==> config.mk <==
export PLATFORM = sky130hd
export DESIGN_NAME = dc_error_window_ctrl
export DESIGN_NICKNAME = d
export VERILOG_FILES = /design/src/rtl/dc_ctrl_pkg.sv /design/src/rtl/dc_avg_scaler.sv /design/src/rtl/dc_error_window_ctrl.sv
export SDC_FILE = /design/constraint.sdc
export NUM_CORES = 1
export LEC_CHECK = 0
export ABC_AREA = 1
export ABC_CLOCK_PERIOD_IN_PS = 2400
export BUFFER_PORTS_ARGS = -buffer_cell sky130_fd_sc_hd__buf_2
export CAP_MARGIN = 20
export CORE_MARGIN = 2
export CORE_UTILIZATION = 45
export DETAILED_ROUTE_END_ITERATION = 8
export GPL_TIMING_DRIVEN = 0
export HOLD_SLACK_MARGIN = 0.12
export PLACE_DENSITY = 0.62
export SLEW_MARGIN = 30
export SYNTH_ARGS = -nofsm -noshare
export SYNTH_HDL_FRONTEND = slang
export SYNTH_HIERARCHICAL = 1
export SYNTH_SLANG_ARGS = --single-unit
==> constraint.sdc <==
create_clock -name clk -period 2.4 [get_ports clk]
set_clock_uncertainty 0.05 [all_clocks]
set_input_delay 0.24 -clock clk [delete_from_list [all_inputs] [get_ports clk]]
set_output_delay 0.24 -clock clk [all_outputs]
set_load 0.005 [all_outputs]
==> src/rtl/dc_ctrl_pkg.sv <==
// Shared state encoding, default widths and window-size clamp for the DC-error window controller.
package dc_ctrl_pkg;
  localparam int DEF_DATA_WIDTH      = 18;
  localparam int DEF_ACC_DATA_WIDTH  = 36;
  localparam int DEF_LOG2_WINDOW_MAX = 18;

  localparam logic [1:0] ST_IDLE  = 2'd0;
  localparam logic [1:0] ST_PRIME = 2'd1;
  localparam logic [1:0] ST_RUN   = 2'd2;

  typedef enum logic [1:0] {
    IDLE  = ST_IDLE,
    PRIME = ST_PRIME,
    RUN   = ST_RUN
  } state_t;

  function automatic logic [4:0] clamp_log2(input logic [4:0] k, input logic [4:0] kmax);
    return (k > kmax) ? kmax : k;
  endfunction
endpackage

==> src/rtl/dc_avg_scaler.sv <==
// Window sum to per-symbol DC estimate: arithmetic right shift by K, saturated to DATA_WIDTH signed.
module dc_avg_scaler #(
  parameter int DATA_WIDTH     = 18,
  parameter int ACC_DATA_WIDTH = 36
) (
  input  logic signed [ACC_DATA_WIDTH-1:0] acc,
  input  logic        [4:0]                shift,
  output logic signed [DATA_WIDTH-1:0]     est
);
  localparam logic signed [ACC_DATA_WIDTH-1:0] MAXV =
    {{(ACC_DATA_WIDTH-DATA_WIDTH+1){1'b0}}, {(DATA_WIDTH-1){1'b1}}};
  localparam logic signed [ACC_DATA_WIDTH-1:0] MINV =
    {{(ACC_DATA_WIDTH-DATA_WIDTH+1){1'b1}}, {(DATA_WIDTH-1){1'b0}}};

  logic signed [ACC_DATA_WIDTH-1:0] sh;
  assign sh = acc >>> shift;

  always_comb begin
    est = sh[DATA_WIDTH-1:0];
    if (sh > MAXV)      est = MAXV[DATA_WIDTH-1:0];
    else if (sh < MINV) est = MINV[DATA_WIDTH-1:0];
  end
endmodule

==> src/rtl/dc_error_window_ctrl.sv <==
// Sequences the DC-error accumulator over 2^K-symbol windows; the optional per-symbol
// DC estimate output is built when DC_AVG_OUT_EN is defined.
module dc_error_window_ctrl
  import dc_ctrl_pkg::*;
#(
  parameter int DATA_WIDTH      = DEF_DATA_WIDTH,
  parameter int ACC_DATA_WIDTH  = DEF_ACC_DATA_WIDTH,
  parameter int LOG2_WINDOW_MAX = DEF_LOG2_WINDOW_MAX,
  parameter int CNT_WIDTH       = LOG2_WINDOW_MAX + 1
) (
  input  logic                 clk,
  input  logic                 reset,
  input  logic                 sym_clk_ena,
  input  logic                 enable,
  input  logic [4:0]           window_log2,
  output logic                 clear_accumulator,
  output logic [CNT_WIDTH-1:0] sym_count,
  output logic                 window_done,
  output logic [15:0]          windows_completed
`ifdef DC_AVG_OUT_EN
  ,
  input  logic [ACC_DATA_WIDTH-1:0] acc_error_out,
  output logic [DATA_WIDTH-1:0]     dc_estimate,
  output logic                      dc_valid
`endif
);
  localparam logic [4:0] KMAX = 5'(LOG2_WINDOW_MAX);

  if (ACC_DATA_WIDTH < DATA_WIDTH + LOG2_WINDOW_MAX) begin : g_width_chk
    $error("ACC_DATA_WIDTH too small for DATA_WIDTH + LOG2_WINDOW_MAX");
  end

  state_t               state, state_nxt;
  logic [4:0]           k_cur;
  logic [CNT_WIDTH-1:0] win_n;
  logic                 terminal;

  assign win_n    = CNT_WIDTH'(1) << k_cur;
  assign terminal = (sym_count == win_n);

  // Dropping enable overrides everything, including a terminal strobe.
  always_comb begin
    state_nxt         = state;
    clear_accumulator = 1'b0;
    if (!enable) begin
      state_nxt = IDLE;
    end else begin
      case (state)
        IDLE:  state_nxt = PRIME;
        PRIME: if (sym_clk_ena) begin
                 clear_accumulator = 1'b1;
                 state_nxt         = RUN;
               end
        RUN:   if (sym_clk_ena && terminal) clear_accumulator = 1'b1;
        default: state_nxt = IDLE;
      endcase
    end
  end

`ifdef DC_AVG_OUT_EN
  logic [4:0]                  k_last;
  logic signed [DATA_WIDTH-1:0] scaled;

  dc_avg_scaler #(
    .DATA_WIDTH    (DATA_WIDTH),
    .ACC_DATA_WIDTH(ACC_DATA_WIDTH)
  ) u_scaler (
    .acc  (acc_error_out),
    .shift(k_last),
    .est  (scaled)
  );

  always_ff @(posedge clk or posedge reset) begin
    if (reset) begin
      dc_estimate <= '0;
      dc_valid    <= 1'b0;
    end else begin
      if (window_done) dc_estimate <= scaled;
      dc_valid <= window_done;
    end
  end
`endif

  always_ff @(posedge clk or posedge reset) begin
    if (reset) begin
      state             <= IDLE;
      k_cur             <= '0;
      sym_count         <= '0;
      window_done       <= 1'b0;
      windows_completed <= '0;
`ifdef DC_AVG_OUT_EN
      k_last            <= '0;
`endif
    end else begin
      state       <= state_nxt;
      window_done <= 1'b0;
      if (!enable) begin
        sym_count <= '0;
      end else if (sym_clk_ena && state == PRIME) begin
        sym_count <= CNT_WIDTH'(1);
        k_cur     <= clamp_log2(window_log2, KMAX);
      end else if (sym_clk_ena && state == RUN) begin
        if (terminal) begin
          sym_count         <= CNT_WIDTH'(1);
          k_cur             <= clamp_log2(window_log2, KMAX);
          window_done       <= 1'b1;
          windows_completed <= windows_completed + 16'd1;
`ifdef DC_AVG_OUT_EN
          k_last            <= k_cur;
`endif
        end else begin
          sym_count <= sym_count + CNT_WIDTH'(1);
        end
      end
    end
  end
endmodule

==> qor.yml <==
status:
  outcome: "completed"
flow_run:
  maxCapViolCount: 0
placed_design:
  gp_congestion: 0.903
  dp_hpwl_um: 6020
  dpl.cell_count: 565
  io_buffers: 44
sta:
  finalHoldViolCount: 0
  min_period_over_period: 0.986
  clock.fmax_mhz: 423
  finalSetupViolCount: 0
  worstMarginPinSlew_ns: 0.635
  fin_crit_ns: 2.37
  relSlewSlack: 0.576
  rsz0062_at_grt: "yes"
  drv_slew: 0
  whs_ns: 0.178
yosys:
  syn-num-nets: 455
  synth-seq-cells: 43
  synthArstFlopShare: 1.00
  synth_warnings: 6
  synth_top_area_cell: "dfrtp_1"
  synth_top_area_frac: 0.350
  synth_area_leaders: "dfrtp_1 (35%), nand2_1 (16%), inv_1 (5.6%)"
  seq_area_frac_synth: 0.350
  synthCells: 440
  synth_cell_type_count: 32
  synth_edf_count: 0
  ys_dominant_reg_cell: "dfrtp_1"
  syn_area_per_cell_um2: 6.99
  syn_area_um2: 3080
clock_network:
  insertion_delay_ns: 0.30
  cts_tree: "done"
  cts.sink_count: 43
  numCtsBuffers: 5
  cts_htree_levels: 2
  cts-root-buf: "clkbuf_8"
  clk_path_buf_depth: 2
  cts.reportedPaths.clkPinSlew_ns: 0.08
route:
  vias: 3192
  via_per_inst: 5.36
  drt_first_pass_iters: 5
  drt-total-wl_um: 8390
  ant_nets: 0
  post_drt_wl_per_cell_um: 14.1
  drtIter0Drc: 235
  drc: 0
global_route:
  antenna_found_initial: 0
  grt_pass1_wl_um: 13000
  grt_max_degree: 28
  globalRouteOverflowTotal: 0
  grtUsageTotal: 0.219
  grt_pass1_vias: 2762
setup_path:
  cp_top_family: "simple AND/OR/NAND/NOR gates"
  worst_setup_path_end_kind: "primary output"
  crit_buf_inv: 4
  cp.required_ns: 2.11
  worstPathMaxFanout: 9
  worst_ep_arrival_time_ns: 2.08
  r2r_cells: 13
  r2r_start: "k_cur[0]"
  cpMaxStageDelayCell: "dfrtp_1"
  crit_chain: "buf_12, inv_4, nor2_4, buf_4, nand4_1, nand2_1, nor2_1, nand2_1, nor2_1, nand3_2, nand2_2, nand3_4, nor2_1, buf_2"
  critPathMaxStageDelay_ns: 0.40
  rrSetupSlack_ns: 0.17
  critPathKind: "reg -> out"
  critPathLaunchType: "flop"
  timing.rr.end: "windows_completed[6]"
  path_common_cell: "nor2_1"
pwr:
  p_clk_frac: 0.199
  p_leak_nw: 1.93
  ir_drop_v: 0.000412
  power.total_w: 0.00342
  power_frac_comb: 0.519
  p_int_w: 0.00195
  switching_share: 0.430
  power_frac_seq: 0.282
  power_switching_w: 0.00147
  powerDensity_nw_per_um2: 874
min_path:
  hp-start: "window_log2[4]"
  hp-class: "in -> reg"
  hold_path_end: "k_cur[4]"
  hold-path-cell-count: 3
layout:
  final_common_cell: "nand2_1"
  antenna_cells: 0
  area_growth_pct: 27.3
  final_core_util: 0.583
  drive_gt1_frac: 0.248
  fin_cells: 596
  final_cell_mix: "nand2_1 (126), inv_1 (45), buf_2 (45)"
  nNetsFinal: 530
die:
  dieHeight_um: 86.7
  core_area_um2: 6720
  initial_core_util: 0.458
  io_pins: 46
  num_rows: 30
  die_w_um: 86.7
  dieArea_um2: 7510
==> repair_timing <==
| item | in CTS | in global routing |
|---|---|---|
| pin swaps | 9 | 17 |
| gates cloned | 0 | 3 |
| setup buffers | 8 | 12 |
| hold buffers | 1 | 0 |
| endpoints found under the hold margin | 26 | 0 |
| resized for setup | 12 | 37 |
| setup endpoints to repair | 1 | 31 |
==> layout make-up <==
| cell class | count | area, µm² |
|---|---|---|
| repair buffers | 67 | 433 |
| fillers | 654 | 2800 |
| plain buffers | 10 | 116 |
| well taps | 80 | 100 |
| flip-flops and latches | 43 | 1080 |
| clock inverters | 2 | 60.1 |
| inverters | 54 | 218 |
| multi-input cells | 334 | 1830 |
| clock buffers | 6 | 72.6 |
==> sequential cells by signal (all words and copies together) (netlist names) <==
| name | cells |
|---|---|
| k_cur | 5 |
| state | 2 |
| sym_count | 19 |
| window_done | 1 |
| windows_completed | 16 |
==> metal layers <==
layer / vias to the layer above / GRT usage / part of all wire
met1: 1466 / 0.275 / 0.41
met3: 23 / 0.0362 / 0.045
met2: 112 / 0.382 / 0.52
met4: 0 / 0.0739 / 0.022
li1: 1591 / - / -
met5: - / 0 / 0
==> cells in the mapped netlist, types with 2 or more instances <==
| master | count |
|---|---|
| a21oi_1 | 2 |
| buf_2 | 3 |
| buf_4 | 2 |
| buf_6 | 4 |
| dfrtp_1 | 43 |
| ha_1 | 6 |
| inv_1 | 46 |
| inv_2 | 5 |
| nand2_1 | 132 |
| nand2_2 | 2 |
| nand3_1 | 32 |
| nand4_1 | 25 |
| nor2_1 | 42 |
| nor2_2 | 6 |
| nor2_8 | 2 |
| nor3_1 | 9 |
| nor4_1 | 3 |
| o21ai_0 | 14 |
| o21ai_1 | 12 |
| o22ai_1 | 15 |
| xnor2_1 | 9 |
| xor2_1 | 16 |
==> worst reg2reg max path, stage by stage, from the launching register on <==
cell	delay [ns]
dfrtp_1	0.40
buf_12	0.16
nor2_8	0.17
nand2_2	0.07
nor2_2	0.09
xor2_1	0.19
buf_4	0.14
buf_4	0.11
nand3_4	0.06
nor2_4	0.16
nand4_4	0.18
clkinv_4	0.14
clkbuf_16	0.15
o21ai_1	0.05
==> worst max-delay path by stage <==
stage / from / endpoint / slack [ns] / cells after the start
finish: k_cur[0] / clear_accumulator / 0.03 / 14
global route: k_cur[1] / clear_accumulator / -0.07 / 13
CTS: k_cur[1] / clear_accumulator / 0.003 / 13
detailed placement: k_cur[4] / clear_accumulator / 0.07 / 13
global placement: k_cur[4] / clear_accumulator / 0.07 / 13
floorplan: k_cur[4] / clear_accumulator / 0.46 / 12
==> power by group through the flow <==
stage / Combinational (W) / Clock (W) / Sequential, W
detailed placement: 0.00132 / 0 / 0.000964
CTS: 0.00148 / 0.000697 / 0.000957
finish: 0.00177 / 0.000681 / 0.000966
floorplan: 0.00102 / 0 / 0.000949
global route: 0.00194 / 0.000720 / 0.000986
global placement: 0.00129 / 0 / 0.000964
==> cells by family (layout without fill, tap and decap cells) <==
logic type | count (synthesis) | count (layout) | synth area share
AO/OA/AOI/OAI | 44 | 44 | 0.0785
XOR/XNOR | 25 | 25 | 0.0712
adder cells (fa/ha/maj) | 6 | 6 | 0.0244
buffers and inverters | 64 | 139 | 0.0928
flip-flops | 43 | 43 | 0.350
AND/OR/NAND/NOR | 258 | 259 | 0.383
==> through the flow <==
stage               setup slack, ns  setup TNS (ns)  cell area [µm²]
floorplan                     0.460               0             3080
global placement             0.0737               0             3400
detailed placement           0.0740               0             3420
CTS                         0.00251               0             3660
global route                -0.0705         -0.0705             3920
finish                       0.0332               0             3920
Note: power is estimated with default switching activity, not from simulation.
